[src/rtl/time_set_ctrl.sv]
// Time-set control: 1 Hz tick divider, cascade count enables and the button-driven
// set-time FSM feeding the BCD counter chain. Optional blink toggle via TIME_SET_BLINK_EN.
module time_set_ctrl #(
  parameter int TICK_DIV = 100000000,
  parameter int DIV_W    = 27
) (
  input  logic       clk,
  input  logic       rst_n,
  input  logic       mode_pulse,
  input  logic       inc_pulse,
  input  logic [3:0] cur_sec0,
  input  logic [3:0] cur_sec1,
  input  logic [3:0] cur_min0,
  input  logic [3:0] cur_min1,
  input  logic [3:0] cur_hour0,
  input  logic [3:0] cur_hour1,
  output logic [2:0] count_enable,
  output logic       load_value_enable,
  output logic [3:0] load_value_sec0,
  output logic [3:0] load_value_sec1,
  output logic [3:0] load_value_min0,
  output logic [3:0] load_value_min1,
  output logic [3:0] load_value_hour0,
  output logic [3:0] load_value_hour1,
  output logic [1:0] edit_field,
  output logic       blink
);

  typedef enum logic [2:0] {
    RUN,
    SET_HOUR,
    SET_MIN,
    SET_SEC,
    LOAD
  } state_t;

  localparam logic [DIV_W-1:0] DIV_LAST = DIV_W'(TICK_DIV - 1);

  state_t           state;
  logic [DIV_W-1:0] div_cnt;
  logic             tick;
  logic             sec_max;
  logic             min_max;

  // Free-running divider; the tick is registered so it lands one cycle after the terminal count.
  always_ff @(posedge clk or negedge rst_n) begin
    if (!rst_n) begin
      div_cnt <= '0;
      tick    <= 1'b0;
    end else begin
      tick <= (div_cnt == DIV_LAST);
      if (div_cnt == DIV_LAST) begin
        div_cnt <= '0;
      end else begin
        div_cnt <= div_cnt + DIV_W'(1);
      end
    end
  end

  assign sec_max = (cur_sec1 == 4'd5) && (cur_sec0 == 4'd9);
  assign min_max = (cur_min1 == 4'd5) && (cur_min0 == 4'd9);

  always_comb begin
    count_enable = 3'b000;
    if (state == RUN) begin
      count_enable = {tick & sec_max & min_max, tick & sec_max, tick};
    end
  end

  // Minutes/seconds: 59 wraps to 00; out-of-range digits wrap to 0 instead of propagating garbage.
  function automatic logic [7:0] inc_base60(input logic [3:0] tens, input logic [3:0] ones);
    logic [3:0] t;
    logic [3:0] o;
    if (ones >= 4'd9) begin
      o = 4'd0;
      t = (tens >= 4'd5) ? 4'd0 : tens + 4'd1;
    end else begin
      o = ones + 4'd1;
      t = tens;
    end
    return {t, o};
  endfunction

  function automatic logic [7:0] inc_hour(input logic [3:0] tens, input logic [3:0] ones);
    logic [3:0] t;
    logic [3:0] o;
    if ((tens >= 4'd2) && (ones >= 4'd3)) begin
      t = 4'd0;
      o = 4'd0;
    end else if (ones >= 4'd9) begin
      t = tens + 4'd1;
      o = 4'd0;
    end else begin
      t = tens;
      o = ones + 4'd1;
    end
    return {t, o};
  endfunction

`ifdef TIME_SET_BLINK_EN
  logic blink_q;
  assign blink = blink_q;
`else
  assign blink = 1'b0;
`endif

  // Set-time FSM; mode_pulse has priority over inc_pulse so a simultaneous press never edits.
  always_ff @(posedge clk or negedge rst_n) begin
    if (!rst_n) begin
      state             <= RUN;
      load_value_enable <= 1'b0;
      edit_field        <= 2'd0;
      load_value_sec0   <= 4'd0;
      load_value_sec1   <= 4'd0;
      load_value_min0   <= 4'd0;
      load_value_min1   <= 4'd0;
      load_value_hour0  <= 4'd0;
      load_value_hour1  <= 4'd0;
`ifdef TIME_SET_BLINK_EN
      blink_q           <= 1'b0;
`endif
    end else begin
      load_value_enable <= 1'b0;
      case (state)
        RUN: begin
          if (mode_pulse) begin
            state            <= SET_HOUR;
            edit_field       <= 2'd1;
            load_value_sec0  <= cur_sec0;
            load_value_sec1  <= cur_sec1;
            load_value_min0  <= cur_min0;
            load_value_min1  <= cur_min1;
            load_value_hour0 <= cur_hour0;
            load_value_hour1 <= cur_hour1;
          end
        end
        SET_HOUR: begin
          if (mode_pulse) begin
            state      <= SET_MIN;
            edit_field <= 2'd2;
          end else if (inc_pulse) begin
            {load_value_hour1, load_value_hour0} <= inc_hour(load_value_hour1, load_value_hour0);
          end
        end
        SET_MIN: begin
          if (mode_pulse) begin
            state      <= SET_SEC;
            edit_field <= 2'd3;
          end else if (inc_pulse) begin
            {load_value_min1, load_value_min0} <= inc_base60(load_value_min1, load_value_min0);
          end
        end
        SET_SEC: begin
          if (mode_pulse) begin
            state             <= LOAD;
            edit_field        <= 2'd0;
            load_value_enable <= 1'b1;
          end else if (inc_pulse) begin
            {load_value_sec1, load_value_sec0} <= inc_base60(load_value_sec1, load_value_sec0);
          end
        end
        LOAD: begin
          state      <= RUN;
          edit_field <= 2'd0;
        end
        default: begin
          state      <= RUN;
          edit_field <= 2'd0;
        end
      endcase
`ifdef TIME_SET_BLINK_EN
      // Entering any set state restarts the blink phase visibly on.
      if (mode_pulse && (state inside {RUN, SET_HOUR, SET_MIN})) begin
        blink_q <= 1'b1;
      end else if (!mode_pulse && (state inside {SET_HOUR, SET_MIN, SET_SEC})) begin
        if (tick) begin
          blink_q <= ~blink_q;
        end
      end else begin
        blink_q <= 1'b0;
      end
`endif
    end
  end

endmodule

[config.mk]
export PLATFORM = sky130hd
export DESIGN_NAME = time_set_ctrl
export DESIGN_NICKNAME = d
export VERILOG_FILES = /design/src/rtl/time_set_ctrl.sv
export SDC_FILE = /design/constraint.sdc
export NUM_CORES = 1
export LEC_CHECK = 0
export ABC_AREA = 1
export ABC_CLOCK_PERIOD_IN_PS = 2820
export CORE_UTILIZATION = 59
export DETAILED_ROUTE_END_ITERATION = 7
export GPL_ROUTABILITY_DRIVEN = 0
export HOLD_SLACK_MARGIN = 0.06
export PLACE_DENSITY = 0.86
export SLEW_MARGIN = 40
export SYNTH_ARGS = -nofsm -noshare
export SYNTH_HDL_FRONTEND = slang
export SYNTH_SLANG_ARGS = --single-unit
export TNS_END_PERCENT = 10
[constraint.sdc]
create_clock -name clk -period 2.82 [get_ports clk]
set_clock_uncertainty 0.1 [all_clocks]
set_input_delay 0.564 -clock clk [delete_from_list [all_inputs] [get_ports clk]]
set_output_delay 0.564 -clock clk [all_outputs]
set_load 0.01 [all_outputs]
# Yosys cells after proc, flatten, opt, wreduce, memory -nomap -nowiden
# Index checks and enable logic that the tools add are counted.
# totals
regBits	58
latchBits	0
ramBits	0
rom_bits	0
input_bits	28
word_cells	110
n_memories	0
# op_classes
add_sub_neg	7
multipliers	0
n_div	0
magnitude_cmp	7
n_eq_ne	21
shift	0
muxes	48
bitwise_logic	2
reduce_logical	14
# op_table
op	n
4-bit 2-to-1 mux	28
4-bit one-hot mux with 2 select lines	6
27-bit by 1-bit adder with 27-bit output (second input constant)	1
27-bit == test (second input constant)	1
27-bit 2-to-1 mux	1
4-bit by 1-bit adder with 4-bit output (second input constant)	6
2-bit != test (second input constant)	12
4-bit AND reduction	4
3-bit 2-to-1 mux	5
5-bit AND reduction	3
4-bit >= comparator (second input constant)	3
3-bit one-hot mux with 4 select lines	1
4-bit by 3-bit == test with 1-bit output (second input constant)	2
4-bit == test (second input constant)	2
4-bit by 2-bit >= comparator with 1-bit output (second input constant)	2
4-bit by 3-bit >= comparator with 1-bit output (second input constant)	2
2-bit 2-to-1 mux	4
2-bit one-hot mux with 4 select lines	1
3-bit by 2-bit == test with 1-bit output (second input constant)	2
2-bit nonzero test	3
3-bit by 1-bit == test with 1-bit output (second input constant)	1
1-bit logical AND	3
3-bit logical NOT	1
3-bit != test (second input constant)	1
2 further kinds	4

# Depth between registers and ports, before layout
# Gate-level depths: netlist of run 1.
# depth
word_depth	6
depth_mapped	11
ltp_nobuf	11

# Least setup slack after synthesis of run 1
# OpenSTA, ideal clock, no wires.
# synth_timing
path_kind	register -> output
from	register edit_field[0] (netlist name)
to	output port count_enable[2]
arrival_time_ns	1.362
slack_ns	0.794
stages_incl_launch_ff	6
path_cell_list	dfrtp_1 > nor2_2 > nand2_1 > nor2_1 > nand2_1 > nor3_1
# synth_lines
element	line_no	rtl
end, declared	17	output logic [2:0] count_enable,

# Final worst setup path of run 1
# layout_timing
from	input port cur_sec1[1]
to	output port count_enable[1]
# layout_via
elab_chain_len	4
# layout_lines
element	line_no	rtl
start, declared	12	input logic [3:0] cur_sec1,
4-bit by 3-bit == test with 1-bit output	60	assign sec_max = (cur_sec1 == 4'd5) && (cur_sec0 == 4'd9);
1-bit logical AND	60	
1-bit AND	66	count_enable = {tick & sec_max & min_max, tick & sec_max, tick};
3-bit 2-to-1 mux	65	if (state == RUN) begin
# Every way passes these cells.

==> metrics.yaml, run 1 <==
run_status:
  status: "completed"
yosys:
  synth_cell_types: 31
  syn_inst: 553
  yosys_warnings: 0
  avgSynthCellArea_um2: 6.88
  seq_area_frac_synth: 0.375
  synth_area_mm2: 0.00381
  syn_nets: 599
  ys_ff_latch: 57
power:
  switching_power_mw: 1.52
  p_leak_nw: 2.33
  vdd_drop_max_uv: 689
  cellPowerDensity_mw_per_mm2: 787
  power_frac_seq: 0.351
  power.total_mw: 3.67
  internal-power_mw: 2.14
  comb_power_share: 0.468
  swShare: 0.416
  p_clk_frac: 0.181
floorplan:
  num_io_pins: 59
  core_mm2: 0.00606
  start_util: 0.628
  die_h_um: 82.3
  rows: 28
  dieArea_mm2: 0.00678
  die_w_um: 82.3
grt:
  grt_pass1_vias: 3479
  grt_overflow: 0
  use_met2: 0.476
  grt_max_degree: 32
  grt_first_pass_wirelength_um: 14700
  antenna_found_initial: 0
  gr-usage-met1: 0.353
  grt_usage: 0.290
  busiest_layer: "met2"
  grtUsageMet3: 0.0824
cells_and_area:
  area_growth_pct: 22.4
  post_route_cells_drive_above_1_share: 0.0704
  num_antenna_cells: 0
  num-nets-final: 669
  stdcell_count: 700
  fin_util: 0.769
  fill_cells: 451
placed_design:
  io_buffers: 57
  preCtsSetupSlack_ns: -0.0523
  post-place-cells: 686
  place.detailed.hpwl_um: 6810
drt:
  detail-route-antenna-nets: 0
  avgRoutedWirePerCell_um: 12.4
  post_drt_via_cell_ratio: 5.25
  route.detailed.drc: 0
  drt_iter0_markers: 174
  wirelength_um: 8680
  dr_total_vias: 3678
  drtPass1Iterations: 5
clock_tree:
  htree_levels: 3
  cts_buffer_depth: 2
  cts_root_buffer: "clkbuf_8"
  post-cts-setup-buffer-count: 0
  tritoncts.num_buffers: 9
  cts_tree: "done"
  clkLatencyLatePin_ns: 0.34
  clock_sinks: 57
  clkSlewWorstSetupHoldPaths_ns: 0.06
worst_setup_path:
  crit_path_start_kind: "input port"
  critPathRequiredTime_ns: 2.16
  slowest_delay_ns: 0.52
  path_class: "in2out"
  path_common_cell: "clkdlybuf4s50_1"
  crit_slowest_cell: "clkdlybuf4s50_1"
  cp_max_fo: 2
  worstPathArrival_ns: 2.03
  path_cells: "clkdlybuf4s50_1, nor2_1, nand3_1, nor2_2, nand2_1, inv_1, clkdlybuf4s50_1"
  end_kind: "output port"
sta:
  maxSlewHeadroom: 0.600
  worst_slack_ns: 0.127
  grt_setup_unrepaired: "no"
  setup_viol: 0
  fin_hold_ws_ns: 0.400
  finalHoldViolations: 0
  fmax_ghz: 0.371
  tightest_slew_ns: 0.599
  slew_viol_final: 0
  min_period_ns: 2.69
  min_period_over_period: 0.955
hold_path:
  hold_class: "reg2reg"
run:
  maxCapViolCount: 0
==> logic make-up (layout without fill, tap and decap cells) <==
family                   count (synthesis)  after routing  share of synthesized area
AND/OR/NAND/NOR                        368            368                      0.419
buffers and inverters                   63            135                     0.0664
flip-flops                              57             57                      0.375
AO/OA/AOI/OAI                           29             29                     0.0407
adder cells (fa/ha/maj)                 18             18                     0.0592
XOR/XNOR                                17             17                     0.0391
other                                    1              1                   0.000985
==> synth_stat cells, drive strengths merged <==
cell    number  area, µm²
a21oi       12       60.1
and2         1       6.26
and3         1       6.26
buf          3       22.5
clkinv       2       7.51
conb         1       3.75
dfrtp       57       1430
ha          18        225
inv         58        223
nand2      219        862
nand3       36        203
nand3b       1       7.51
nand4       13       81.3
nor2        91        397
nor3         4       20.0
o211ai       1       7.51
o21ai       12       60.1
o21bai       2       15.0
o22ai        2       12.5
or2          2       12.5
xnor2        6       52.6
xor2        11       96.3
==> area by class of cell <==
cell class / count / area, µm² / area share
inverters: 60 / 230 / 0.0494
clock buffers: 13 / 169 / 0.0363
flip-flops and latches: 57 / 1430 / 0.306
well taps: 75 / 93.8 / 0.0201
multi-input cells: 433 / 2140 / 0.458
repair buffers: 62 / 604 / 0.130
==> metal layers <==
metal  part of all wire  wire length [µm]
met5                  0                 0
met4              0.023               202
met3              0.070               611
met2               0.47              4080
met1               0.44              3780
==> flip-flops by register name, indices dropped and copies added, names as in the netlist, 2 cells and up <==
name,cells
div_cnt,27
edit_field,2
load_value_hour0,4
load_value_hour1,4
load_value_min0,4
load_value_min1,4
load_value_sec0,4
load_value_sec1,4
state,2
==> what timing repair did <==
item                       CTS  global route
gates resized for setup      2             1
hold buffers                 1             0
hold endpoints to repair     8             0
setup endpoints to repair    1             1
==> worst paths after layout <==
| check | start | endpoint | slack [ns] | cells after the start |
|---|---|---|---|---|
| max | cur_sec1[1] | count_enable[1] | 0.13 | 7 |
| min | div_cnt[6]$_DFF_PN0_ | div_cnt[6]$_DFF_PN0_ | 0.40 | 1 |
| max reg2reg | div_cnt[0]$_DFF_PN0_ | div_cnt[24]$_DFF_PN0_ | 0.71 | 8 |
| min reg2reg | div_cnt[6]$_DFF_PN0_ | div_cnt[6]$_DFF_PN0_ | 0.40 | 1 |
| max in group asynchronous | rst_n | load_value_min0[3]$_DFFE_PN0P_ | 1.46 | 3 |
| min in group asynchronous | rst_n | load_value_sec1[2]$_DFFE_PN0P_ | 0.51 | 2 |
==> through the flow <==
stage / instance area (µm²) / setup TNS, ns
global route: 4660 / 0
finish: 4660 / 0
global placement: 4470 / -0.0510
floorplan: 3810 / 0
detailed placement: 4470 / -0.0523
CTS: 4650 / 0
==> power groups by stage <==
stage	sequential, mW	combinational (mW)	clock [mW]
2_1_floorplan	1.32	1.02	0
3_3_place_gp	1.28	1.66	0
3_5_place_dp	1.29	1.72	0
4_1_cts	1.28	1.73	0.682
5_1_grt	1.32	1.95	0.727
6_report	1.29	1.72	0.665
==> critical path, delay by kind of cell <==
kind / cells / cell delay (ns)
AND/OR/NAND/NOR: 4 / 0.45
buffers and inverters: 3 / 1.01
==> placed cells by master, fill, tap and decap left out, drive strengths merged, types with 5 or more instances in the layout <==
| cell | Yosys | layout |
|---|---|---|
| dfrtp | 57 | 57 |
| xor2 | 11 | 11 |
| buf | 3 | 5 |
| nand4 | 13 | 13 |
| ha | 18 | 18 |
| a21oi | 12 | 12 |
| nor2 | 91 | 91 |
| xnor2 | 6 | 6 |
| o21ai | 12 | 12 |
| inv | 58 | 58 |
| nand3 | 36 | 36 |
| clkdlybuf4s50 | 0 | 55 |
| clkbuf | 0 | 13 |
| nand2 | 219 | 219 |
(Power assumes the default switching activity.)
==> inputs of run 2 (changes only) <==
--- a/config.mk
+++ b/config.mk
@@ -6,7 +6,7 @@
 export NUM_CORES = 1
 export LEC_CHECK = 0
 export ABC_AREA = 1
-export ABC_CLOCK_PERIOD_IN_PS = 2820
+export ABC_CLOCK_PERIOD_IN_PS = 3500
 export CORE_UTILIZATION = 59
 export DETAILED_ROUTE_END_ITERATION = 7
 export GPL_ROUTABILITY_DRIVEN = 0
==> constraint.sdc (replaced) <==
create_clock -name clk -period 3.5 [get_ports clk]
set_clock_uncertainty 0.1 [all_clocks]
set_input_delay 0.7 -clock clk [delete_from_list [all_inputs] [get_ports clk]]
set_output_delay 0.7 -clock clk [all_outputs]
set_load 0.01 [all_outputs]
==> run 2 against run 1 <==
  * Via count up 1.1%
  * First-iteration DRC count up 7.5%
  * Register-to-register slack better by 0.62 ns
  * Utilization increased by 0.27 points
  * Sequential power is 20% lower
  * Cell area grew 0.35%
  * Global-route usage hardly changed
  * Clock power fell by 8.3%
  * Count of clock-buffer cells in the layout is 2 lower
  * Wire length up 2.7%
  * Hold slack lost 0.22 ns
  * Die area stayed put
  * Largest cell class unchanged
  * Critical endpoint is now count_enable[2]
==> metrics.yaml, run 2 (synthesis results as in run 1) <==
placed_design:
  post-place-cells: 684
  io_buffers: 57
  place.detailed.hpwl_um: 6860
sta:
  min_period_ns: 3.14
  setup_viol: 0
  min_period_over_period: 0.898
  grt_setup_unrepaired: "no"
  totalNegativeSetupSlack_ns: 0
  finalHoldViolations: 0
  maxSlewHeadroom: 0.584
  fmax_ghz: 0.318
  slew_viol_final: 0
  tightest_slew_ns: 0.624
clock_tree:
  clkLatencyLatePin_ns: 0.34
  post-cts-setup-buffer-count: 0
  cts_root_buffer: "clkbuf_8"
  cts_tree: "done"
  cts-hold-fix-buffers: 0
  cts_buffer_depth: 2
  clkSlewWorstSetupHoldPaths_ns: 0.07
  tritoncts.num_buffers: 9
  cts_resized: 0
  htree_levels: 3
  clock_sinks: 57
power:
  cellPowerDensity_mw_per_mm2: 649
  vdd_drop_max_uv: 519
  p_leak_nw: 2.33
worst_setup_path:
  path_class: "in2out"
  critPathBufInv: 2
  end_kind: "output port"
  crit_slowest_cell: "clkdlybuf4s50_1"
  critPathRequiredTime_ns: 2.70
  crit_path_start_kind: "input port"
  cp_max_fo: 2
  slowest_delay_ns: 0.56
  cp_top_family: "buffers and inverters"
  worstPathArrival_ns: 2.34
  path_cells: "clkdlybuf4s50_1, nor2_1, nand3_1, nor2_1, nand2_1, nor3_1, clkdlybuf4s50_1"
grt:
  grt_max_degree: 24
  grt_overflow: 0
  grt_pass1_vias: 3486
  antenna_found_initial: 0
  grt_first_pass_wirelength_um: 14900
  grt_usage: 0.290
floorplan:
  die_w_um: 82.3
  core_mm2: 0.00606
  die_h_um: 82.3
  start_util: 0.628
  rows: 28
  dieArea_mm2: 0.00678
  num_io_pins: 59
run_status:
  status: "completed"
hold_path:
  hold_class: "in2async"
cells_and_area:
  stdcell_count: 700
  largest_reg_flops: 27
  final_cell_mix: "nand2_1, nor2_1, dfrtp_1"
  num_antenna_cells: 0
  post_route_cells_drive_above_1_share: 0.0704
  num-nets-final: 666
  fill_cells: 464
  top_register: "div_cnt"
  area_growth_pct: 22.8
  final_common_cell: "nand2_1"
drt:
  drtPass1Iterations: 5
  drt_iter0_markers: 187
  avgRoutedWirePerCell_um: 12.7
  post_drt_via_cell_ratio: 5.31
  detail-route-antenna-nets: 0
  dr_total_vias: 3718
  wirelength_um: 8910
  route.detailed.drc: 0
run:
  maxCapViolCount: 0
[run 2: changes by cell type in the layout (fill, tap and decap cells not counted), sizes merged]
cell           before  now
clkdlybuf4s50      55   56
dlygate4sd3         1    0
clkbuf             13   11
dlygate4sd2         1    0
clkinv              2    4
buf                 5    3
clkinvlp            0    2
bufinv              0    1
[run 2: final timing paths]
path / depth (start not counted) / slack (ns) / end / from
max in group asynchronous: 2 / 2.49 / div_cnt[26]$_DFF_PN0_ / rst_n
hold / removal: 1 / 0.18 / div_cnt[0]$_DFF_PN0_ / rst_n
setup / recovery: 7 / 0.36 / count_enable[2] / cur_sec1[1]
min in group clk: 2 / 0.41 / load_value_sec1[3]$_DFFE_PN0P_ / load_value_sec1[3]$_DFFE_PN0P_
hold reg to reg: 2 / 0.41 / load_value_sec1[3]$_DFFE_PN0P_ / load_value_sec1[3]$_DFFE_PN0P_
setup reg to reg: 8 / 1.33 / div_cnt[24]$_DFF_PN0_ / div_cnt[0]$_DFF_PN0_
[run 2: power breakdown]
part           internal (mW)  switching (mW)
Combinational          0.612           0.778
Clock                  0.345           0.264
Sequential             0.811           0.222
[run 2: metrics by stage]
step	util	cell area, µm²	hold slack, ns	total power, mW	setup slack, ns
4_1_cts	0.771	4680	0.188	3.05	0.340
3_5_place_dp	0.739	4480	0.396	2.43	0.350
2_1_floorplan	-	3810	0.304	1.89	1.34
3_3_place_gp	0.735	4450	0.378	2.37	0.360
5_1_grt	0.771	4680	0.201	3.28	0.214
6_report	0.771	4680	0.184	3.03	0.358
[run 2: cell type report]
type                    instances  area [µm²]  share of cell area
multi-input cells             433        2130               0.455
flip-flops and latches         57        1430               0.305
repair buffers                 59         601               0.128
inverters                      60         230              0.0492
clock buffers                  11         141              0.0302
well taps                      75        93.8              0.0201
clock inverters                 5        55.1              0.0118
[run 2: routing by layer]
| metal | GRT usage | vias up | part of all wire |
|---|---|---|---|
| met5 | 0 | - | 0 |
| met4 | 0.0965 | 0 | 0.018 |
| met2 | 0.510 | 106 | 0.49 |
| li1 | - | 1863 | - |
| met3 | 0.0505 | 22 | 0.055 |
| met1 | 0.358 | 1727 | 0.44 |
==> inputs of run 3 (changes only) <==
--- a/config.mk
+++ b/config.mk
@@ -16,4 +16,4 @@
 export SYNTH_ARGS = -nofsm -noshare
 export SYNTH_HDL_FRONTEND = slang
 export SYNTH_SLANG_ARGS = --single-unit
-export TNS_END_PERCENT = 10
+export TNS_END_PERCENT = 1
==> results of run 3 <==
Same layout as run 2: the final DEF is identical, and so are final timing and power.
